--- src/rtl/pc_seq_pkg.sv ---
// Shared types and constants for the program-counter sequencer.
package pc_seq_pkg;

    typedef enum logic [1:0] {
        IDLE,
        FETCH,
        EXEC,
        TRAP
    } state_e;

    localparam int unsigned INSN_BYTES = 4;
    localparam logic [1:0]  ALIGN_MASK = 2'b11;

endpackage

--- src/rtl/next_pc_sel.sv ---
// Next-PC selection: sequential vs. taken-branch target, with alignment trap.
module next_pc_sel
    import pc_seq_pkg::*;
(
    input  logic [31:0] pc_plus4,
    input  logic [31:0] branch_target,
    input  logic        branch,
    input  logic        alu_zero,
    output logic [31:0] next_pc,
    output logic        taken,
    output logic        misaligned
);

    assign taken      = branch & alu_zero;
    assign misaligned = taken & (|(branch_target[1:0] & ALIGN_MASK));
    assign next_pc    = taken ? branch_target : pc_plus4;

endmodule

--- src/rtl/pc_sequencer.sv ---
// Multi-cycle PC controller: fetch handshake, execute resolution, next-PC update.
module pc_sequencer
    import pc_seq_pkg::*;
#(
    parameter logic [31:0] RESET_PC = 32'h0000_0000,
    parameter int          CNT_W    = 16
) (
    input  logic             clk,
    input  logic             rst_n,
    output logic             imem_req,
    output logic [31:0]      imem_addr,
    input  logic             imem_ack,
    output logic             instr_valid,
    input  logic             ex_done,
    output logic             ex_ack,
    input  logic             stall,
    input  logic             branch,
    input  logic             alu_zero,
    input  logic [31:0]      branch_target,
    output logic [31:0]      pc,
    output logic [31:0]      pc_plus4,
    output logic             redirect,
    output logic             fault,
    output logic [CNT_W-1:0] taken_cnt
);

    state_e           state_q, state_d;
    logic [31:0]      pc_q, pc_d;
    logic [CNT_W-1:0] cnt_q, cnt_d;
    logic             ivalid_q, ivalid_d;
    logic             redir_q, redir_d;

    logic [31:0] next_pc;
    logic        taken;
    logic        misaligned;
    logic        xfer;

    assign pc_plus4 = pc_q + 32'(INSN_BYTES);

    next_pc_sel u_sel (
        .pc_plus4      (pc_plus4),
        .branch_target (branch_target),
        .branch        (branch),
        .alu_zero      (alu_zero),
        .next_pc       (next_pc),
        .taken         (taken),
        .misaligned    (misaligned)
    );

    assign ex_ack = (state_q == EXEC) & ~stall;
    assign xfer   = ex_done & ex_ack;

    always_comb begin
        state_d  = state_q;
        pc_d     = pc_q;
        cnt_d    = cnt_q;
        ivalid_d = 1'b0;
        redir_d  = 1'b0;
        unique case (state_q)
            IDLE: state_d = FETCH;
            FETCH: begin
                if (imem_ack) begin
                    state_d  = EXEC;
                    ivalid_d = 1'b1;
                end
            end
            EXEC: begin
                if (xfer) begin
                    if (misaligned) begin
                        state_d = TRAP;
                    end else begin
                        state_d = FETCH;
                        pc_d    = next_pc;
                        redir_d = taken;
                        // Counter saturates rather than wrapping.
                        if (taken && !(&cnt_q))
                            cnt_d = cnt_q + CNT_W'(1);
                    end
                end
            end
            TRAP: state_d = TRAP;
            default: state_d = IDLE;
        endcase
    end

    always_ff @(posedge clk) begin
        if (!rst_n) begin
            state_q  <= IDLE;
            pc_q     <= RESET_PC;
            cnt_q    <= '0;
            ivalid_q <= 1'b0;
            redir_q  <= 1'b0;
        end else begin
            state_q  <= state_d;
            pc_q     <= pc_d;
            cnt_q    <= cnt_d;
            ivalid_q <= ivalid_d;
            redir_q  <= redir_d;
        end
    end

    assign imem_req    = (state_q == FETCH);
    assign imem_addr   = pc_q;
    assign pc          = pc_q;
    assign instr_valid = ivalid_q;
    assign redirect    = redir_q;
    assign fault       = (state_q == TRAP);
    assign taken_cnt   = cnt_q;

endmodule

--- config.mk ---
export PLATFORM = sky130hd
export DESIGN_NAME = pc_sequencer
export DESIGN_NICKNAME = d
export VERILOG_FILES = /design/src/rtl/pc_seq_pkg.sv /design/src/rtl/next_pc_sel.sv /design/src/rtl/pc_sequencer.sv
export SDC_FILE = /design/constraint.sdc
export NUM_CORES = 1
export LEC_CHECK = 0
export ABC_CLOCK_PERIOD_IN_PS = 5070
export BUFFER_PORTS_ARGS = -buffer_cell sky130_fd_sc_hd__buf_4
export CORE_MARGIN = 8
export CORE_UTILIZATION = 35
export CTS_BUF_LIST = sky130_fd_sc_hd__clkbuf_2
export DETAILED_ROUTE_END_ITERATION = 8
export PLACE_DENSITY = 0.69
export SETUP_SLACK_MARGIN = 0.02
export SLEW_MARGIN = 10
export SYNTH_ARGS = -nofsm -noshare
export SYNTH_HDL_FRONTEND = slang
export SYNTH_SLANG_ARGS = --single-unit
--- constraint.sdc ---
create_clock -name clk -period 5.07 [get_ports clk]
set_input_delay 0.2535 -clock clk [delete_from_list [all_inputs] [get_ports clk]]
set_output_delay 0.2535 -clock clk [all_outputs]
set_load 0.01 [all_outputs]
Word level (Yosys, flattened, before mapping)
Cells that the tools add are included.
{"block": "classes", "addsub": 2, "multipliers": 0, "n_div": 0, "order_cmp": 0, "eq_ne": 5, "shifts": 0, "n_mux": 6, "n_bitwise": 9, "reduce_logical": 10}
{"op": "32-bit by 3-bit adder with 32-bit output (second input constant)", "count": 1}
{"op": "32-bit two-way mux", "count": 1}
{"op": "16-bit by 1-bit adder with 16-bit output (second input constant)", "count": 1}
{"op": "16-bit AND reduction", "count": 1}
{"op": "2-bit one-hot mux with 4 select lines", "count": 1}
{"op": "2-bit two-way mux", "count": 3}
{"op": "1-bit NOT", "count": 5}
{"op": "1-bit AND", "count": 4}
{"op": "2-bit equality test (second input constant)", "count": 2}
{"op": "2-bit AND reduction", "count": 2}
{"op": "4-bit AND reduction", "count": 1}
{"op": "4-bit OR reduction", "count": 1}
{"op": "3-bit AND reduction", "count": 1}
{"op": "2-bit by 1-bit equality test with 1-bit output (second input constant)", "count": 1}
{"op": "2-bit zero test", "count": 1}
{"op": "2-bit by 1-bit inequality test with 1-bit output (second input constant)", "count": 1}
{"op": "2-bit inequality test (second input constant)", "count": 1}
{"op": "2-bit OR reduction", "count": 1}
{"op": "1-bit logical AND", "count": 1}
{"op": "1-bit zero test", "count": 1}
{"op": "1-bit two-way mux", "count": 1}
{"block": "totals", "reg_bits": 52, "latchBits": 0, "mem_bits_rw": 0, "mem_bits_ro": 0, "inputBits": 39, "output_inout_bits": 117, "word_cells": 37, "memories": 0}

Depth between registers and ports, before layout
{"block": "depth", "depth_word": 5, "mapped_depth": 7, "depth_no_buf": 6}

Cells and area by module
Synthesis repeated with hierarchy kept, for this count alone.
{"block": "unflattened", "hier_cells": 417, "area_unflattened_um2": 3497.1}
{"mod": "pc_sequencer", "n_inst": 1, "cells_each": 378, "area_per_inst_um2": 2980.4, "seq_area_each_um2": 1041.0}
{"mod": "next_pc_sel", "n_inst": 1, "cells_each": 39, "area_per_inst_um2": 516.7, "seq_area_each_um2": 0.0}

Worst setup path before layout
No wires, ideal clock.
{"block": "synth_path", "path_kind": "register to register", "start": "register pc_q[2] (netlist: imem_addr[2])", "end": "register pc_q[24] (netlist: imem_addr[24])", "setup_time_ns": 0.074, "t_arrival_ns": 1.960, "t_required_ns": 4.996, "setup_slack_ns": 3.035, "path_stages_with_launch": 7, "n_path_buf": 0, "period_less_slack_ns": 2.035, "cell_sequence": "dfxtp_1 -> ha_1 -> nand3_2 -> nor3_2 -> nand3_1 -> or4_1 -> a31oi_1"}
{"block": "synth_between", "elab_chain_len": 2}
{"element": "start, declared", "line": "pc_sequencer.sv:28", "rtl": "logic [31:0] pc_q, pc_d;"}
{"element": "start signal, assigned", "line": "pc_sequencer.sv:95", "rtl": "pc_q <= pc_d;"}
{"element": "32-bit by 3-bit adder with 32-bit output", "line": "pc_sequencer.sv:38", "rtl": "assign pc_plus4 = pc_q + 32'(INSN_BYTES);"}
{"element": "32-bit two-way mux", "line": "next_pc_sel.sv:16", "rtl": "assign next_pc = taken ? branch_target : pc_plus4;"}
Every way passes these cells.
A chain may end at the register's enable or synchronous reset.

Worst setup path after layout
{"block": "layout_path", "start": "register pc_q[10] (netlist: imem_addr[10])", "end": "output port pc_plus4[25]"}
{"block": "layout_between", "elab_chain_len": 1}
{"element": "32-bit by 3-bit adder with 32-bit output", "line": "pc_sequencer.sv:38"}
{"element": "end, declared", "line": "pc_sequencer.sv:21", "rtl": "output logic [31:0] pc_plus4,"}
Every way passes these cells.

==> impl_metrics.json <==
{
  "gp_congestion": 0.887,
  "cts_tree": "built",
  "setup_viol_count_final": 0,
  "yosys.area.top_type": "dfxtp_1",
  "hold_class": "in2reg",
  "ys_types": 63,
  "grt_pass1_vias": 3973,
  "remaining_drc_errors": 0,
  "final_hold_viol_count": 0,
  "worstHoldPathCells": 3,
  "die_width_um": 118,
  "ios": 156,
  "drive_above_1_share": 0.314,
  "grt_pass1_wl_mm": 21.6,
  "core_area_mm2": 0.0102,
  "ant_nets": 0,
  "drt-initial-drc-count": 186,
  "critPathLaunchType": "register",
  "yosys-top-cells-count": "dfxtp_1 (52), nand2_1 (51), buf_4 (36)",
  "crit_chain": "nand4_4, nor4_2, and4_1, xor2_1, buf_4",
  "syn_area_per_cell_um2": 7.77,
  "r2r-end": "imem_addr[19]",
  "ys_ff_latch": 52,
  "std_cell_rows": 37,
  "grt-ovfl-total": 0,
  "via_per_inst": 5.54,
  "clock_latency_ns": 0.48,
  "max_stage_delay_ns": 0.65,
  "synth_area_leaders": "dfxtp_1 (28%), buf_4 (7.4%), xnor2_1 (6.2%)",
  "routedWlPerCell_um": 18.6,
  "antennaDiodeCount": 0,
  "fin_tns_setup_ns": 0,
  "leakagePower_nw": 1.97,
  "slew_headroom": 0.413,
  "tightest_slew_ns": 0.878,
  "clk_path_buf_depth": 2,
  "power.density_mw_per_mm2": 157,
  "synth-main-ff-cell": "dfxtp_1",
  "critPathArrivalTime_ns": 2.60,
  "fin_crit_sh": 0.562,
  "ys_seq_area_frac": 0.285,
  "grtUsageTotal": 0.184,
  "cp_max_fo": 10,
  "timing.fmax_mhz": 351,
  "synth_nets": 512,
  "rsz0062_at_grt": "false",
  "crit_type": "reg2out",
  "antenna_found_initial": 0,
  "dp_hpwl_mm": 10.0,
  "status": "finished, final reports clean",
  "area_growth_pct": 29.5,
  "ys_warn_count": 0,
  "hold-path-endpoint": "imem_addr[24]",
  "synth_edf_count": 0,
  "netlist_instances": 471,
  "cpMaxStageDelayCell": "dfxtp_1",
  "synth_top_area_frac": 0.285,
  "cts-root-buf": "clkbuf_2",
  "post_cts_resized": 0,
  "firstDrtPassIters": 4,
  "nNetsFinal": 617,
  "maxSlewViolCount": 0,
  "critPathCaptureType": "primary output",
  "fin_ws_ns": 2.22,
  "synth_area_mm2": 0.00366,
  "r2r_start": "imem_addr[8]",
  "place_ws_ns": 2.75,
  "async_flop_share": 0,
  "cts_sinks": 52,
  "crit_required_ns": 4.82,
  "rr_worst_depth": 5,
  "vias": 3952,
  "clkTransAtPathRegs_ns": 0.31,
  "die_area_mm2": 0.0140,
  "finalClockSkew_ns": 0.0533,
  "synth_most_common_cell": "dfxtp_1",
  "layout_min_cycle_time_ns": 2.85,
  "cap_violations": 0,
  "io_buffers": 155,
  "initial_core_util": 0.358,
  "numCtsBuffers": 5,
  "worst-r2r-setup-slack_ns": 2.70,
  "wl_mm": 13.3,
  "htreeDepth": 2,
  "grt_max_degree": 48,
  "worstHoldStart": "branch_target[24]",
  "peakVddDrop_mv": 0.108,
  "die_h_um": 118
}
[placed cells by master (no fill, tap or decap), types with 5 or more instances in the layout]
master	synthesis	final
and2_1	6	6
xnor2_1	26	26
or4_1	9	9
inv_1	8	8
and3_1	9	9
buf_4	36	158
nand4_1	15	15
nor4_1	5	5
nor2_1	32	32
nand2_1	51	51
a31oi_1	5	5
xor2_1	6	6
a22oi_1	11	11
clkbuf_2	0	6
and4_1	5	5
nand3_1	28	28
mux2i_1	7	7
a21oi_1	25	25
o211ai_1	6	6
nor3_1	14	14
o21ai_0	17	16
a21o_1	5	5
dfxtp_1	52	52
o22ai_1	7	7
[worst max path at each step]
stage / startpoint / endpoint / slack, ns / cells after the start
2_1_floorplan: imem_addr[2] / imem_addr[24] / 3.04 / 6
3_3_place_gp: alu_zero / imem_addr[21] / 2.78 / 5
3_5_place_dp: alu_zero / imem_addr[21] / 2.75 / 5
4_1_cts: imem_addr[2] / pc_plus4[18] / 2.23 / 6
5_1_grt: imem_addr[2] / pc_plus4[18] / 1.99 / 6
6_report: imem_addr[10] / pc_plus4[25] / 2.22 / 5
[through the flow]
step	power, W	util	std cells	hold slack [ns]	cell area [um^2]
global route	0.000777	0.463	713	0.00343	4740
detailed placement	0.000523	0.453	701	0.475	4630
finish	0.000746	0.463	713	0.0435	4740
floorplan	0.000473	-	471	0.367	3660
CTS	0.000750	0.461	711	0.00370	4720
global placement	0.000522	0.453	701	0.470	4630
[sequential cells by signal, summed over array words and instances, names as in the netlist]
name and cells:
redirect 1, taken_cnt 16, imem_addr 32, state_q 2, instr_valid 1
[timing repair]
action                                 in CTS  in global routing
endpoints found under the hold margin       2                  2
hold buffers                                2                  2
buffers inserted                            0                  0
[critical path, delay by kind of cell, from the launching register on]
family                 cells  cell delay [ns]
buffers and inverters      1             0.14
AND/OR/NAND/NOR            3             1.16
flip-flops                 1             0.65
XOR/XNOR                   1             0.16
[per-layer routing]
| layer | track usage | vias to the layer above | routed length [um] |
|---|---|---|---|
| li1 | - | 1904 | - |
| met3 | 0.0528 | 24 | 1160 |
| met4 | 0.0608 | 0 | 274 |
| met2 | 0.300 | 185 | 6310 |
| met1 | 0.229 | 1839 | 5510 |
| met5 | 0 | - | 0 |
[final cells by class]
type | count | area (um^2)
well taps | 136 | 170
clock buffers | 6 | 30.0
flip-flops and latches | 52 | 1040
fillers | 1036 | 5490
repair buffers | 162 | 1230
inverters | 8 | 30.0
clock inverters | 2 | 35.0
multi-input cells | 347 | 2200
[power by group]
part           internal (W)  switching, W
clock             0.0000846      0.000143
sequential         0.000415    0.00000823
combinational     0.0000461     0.0000488
total              0.000546      0.000200
[kinds of logic (layout without fill, tap and decap cells)]
family / Yosys count / after routing / synth area share
simple gates: 205 / 205 / 0.315
compound gates: 99 / 99 / 0.178
buf+inv: 72 / 178 / 0.114
flops: 52 / 52 / 0.285
xor+xnor: 32 / 32 / 0.0766
mux: 9 / 9 / 0.0253
fa+ha+maj: 2 / 2 / 0.00684
Note: power is estimated with default switching activity, not from simulation.
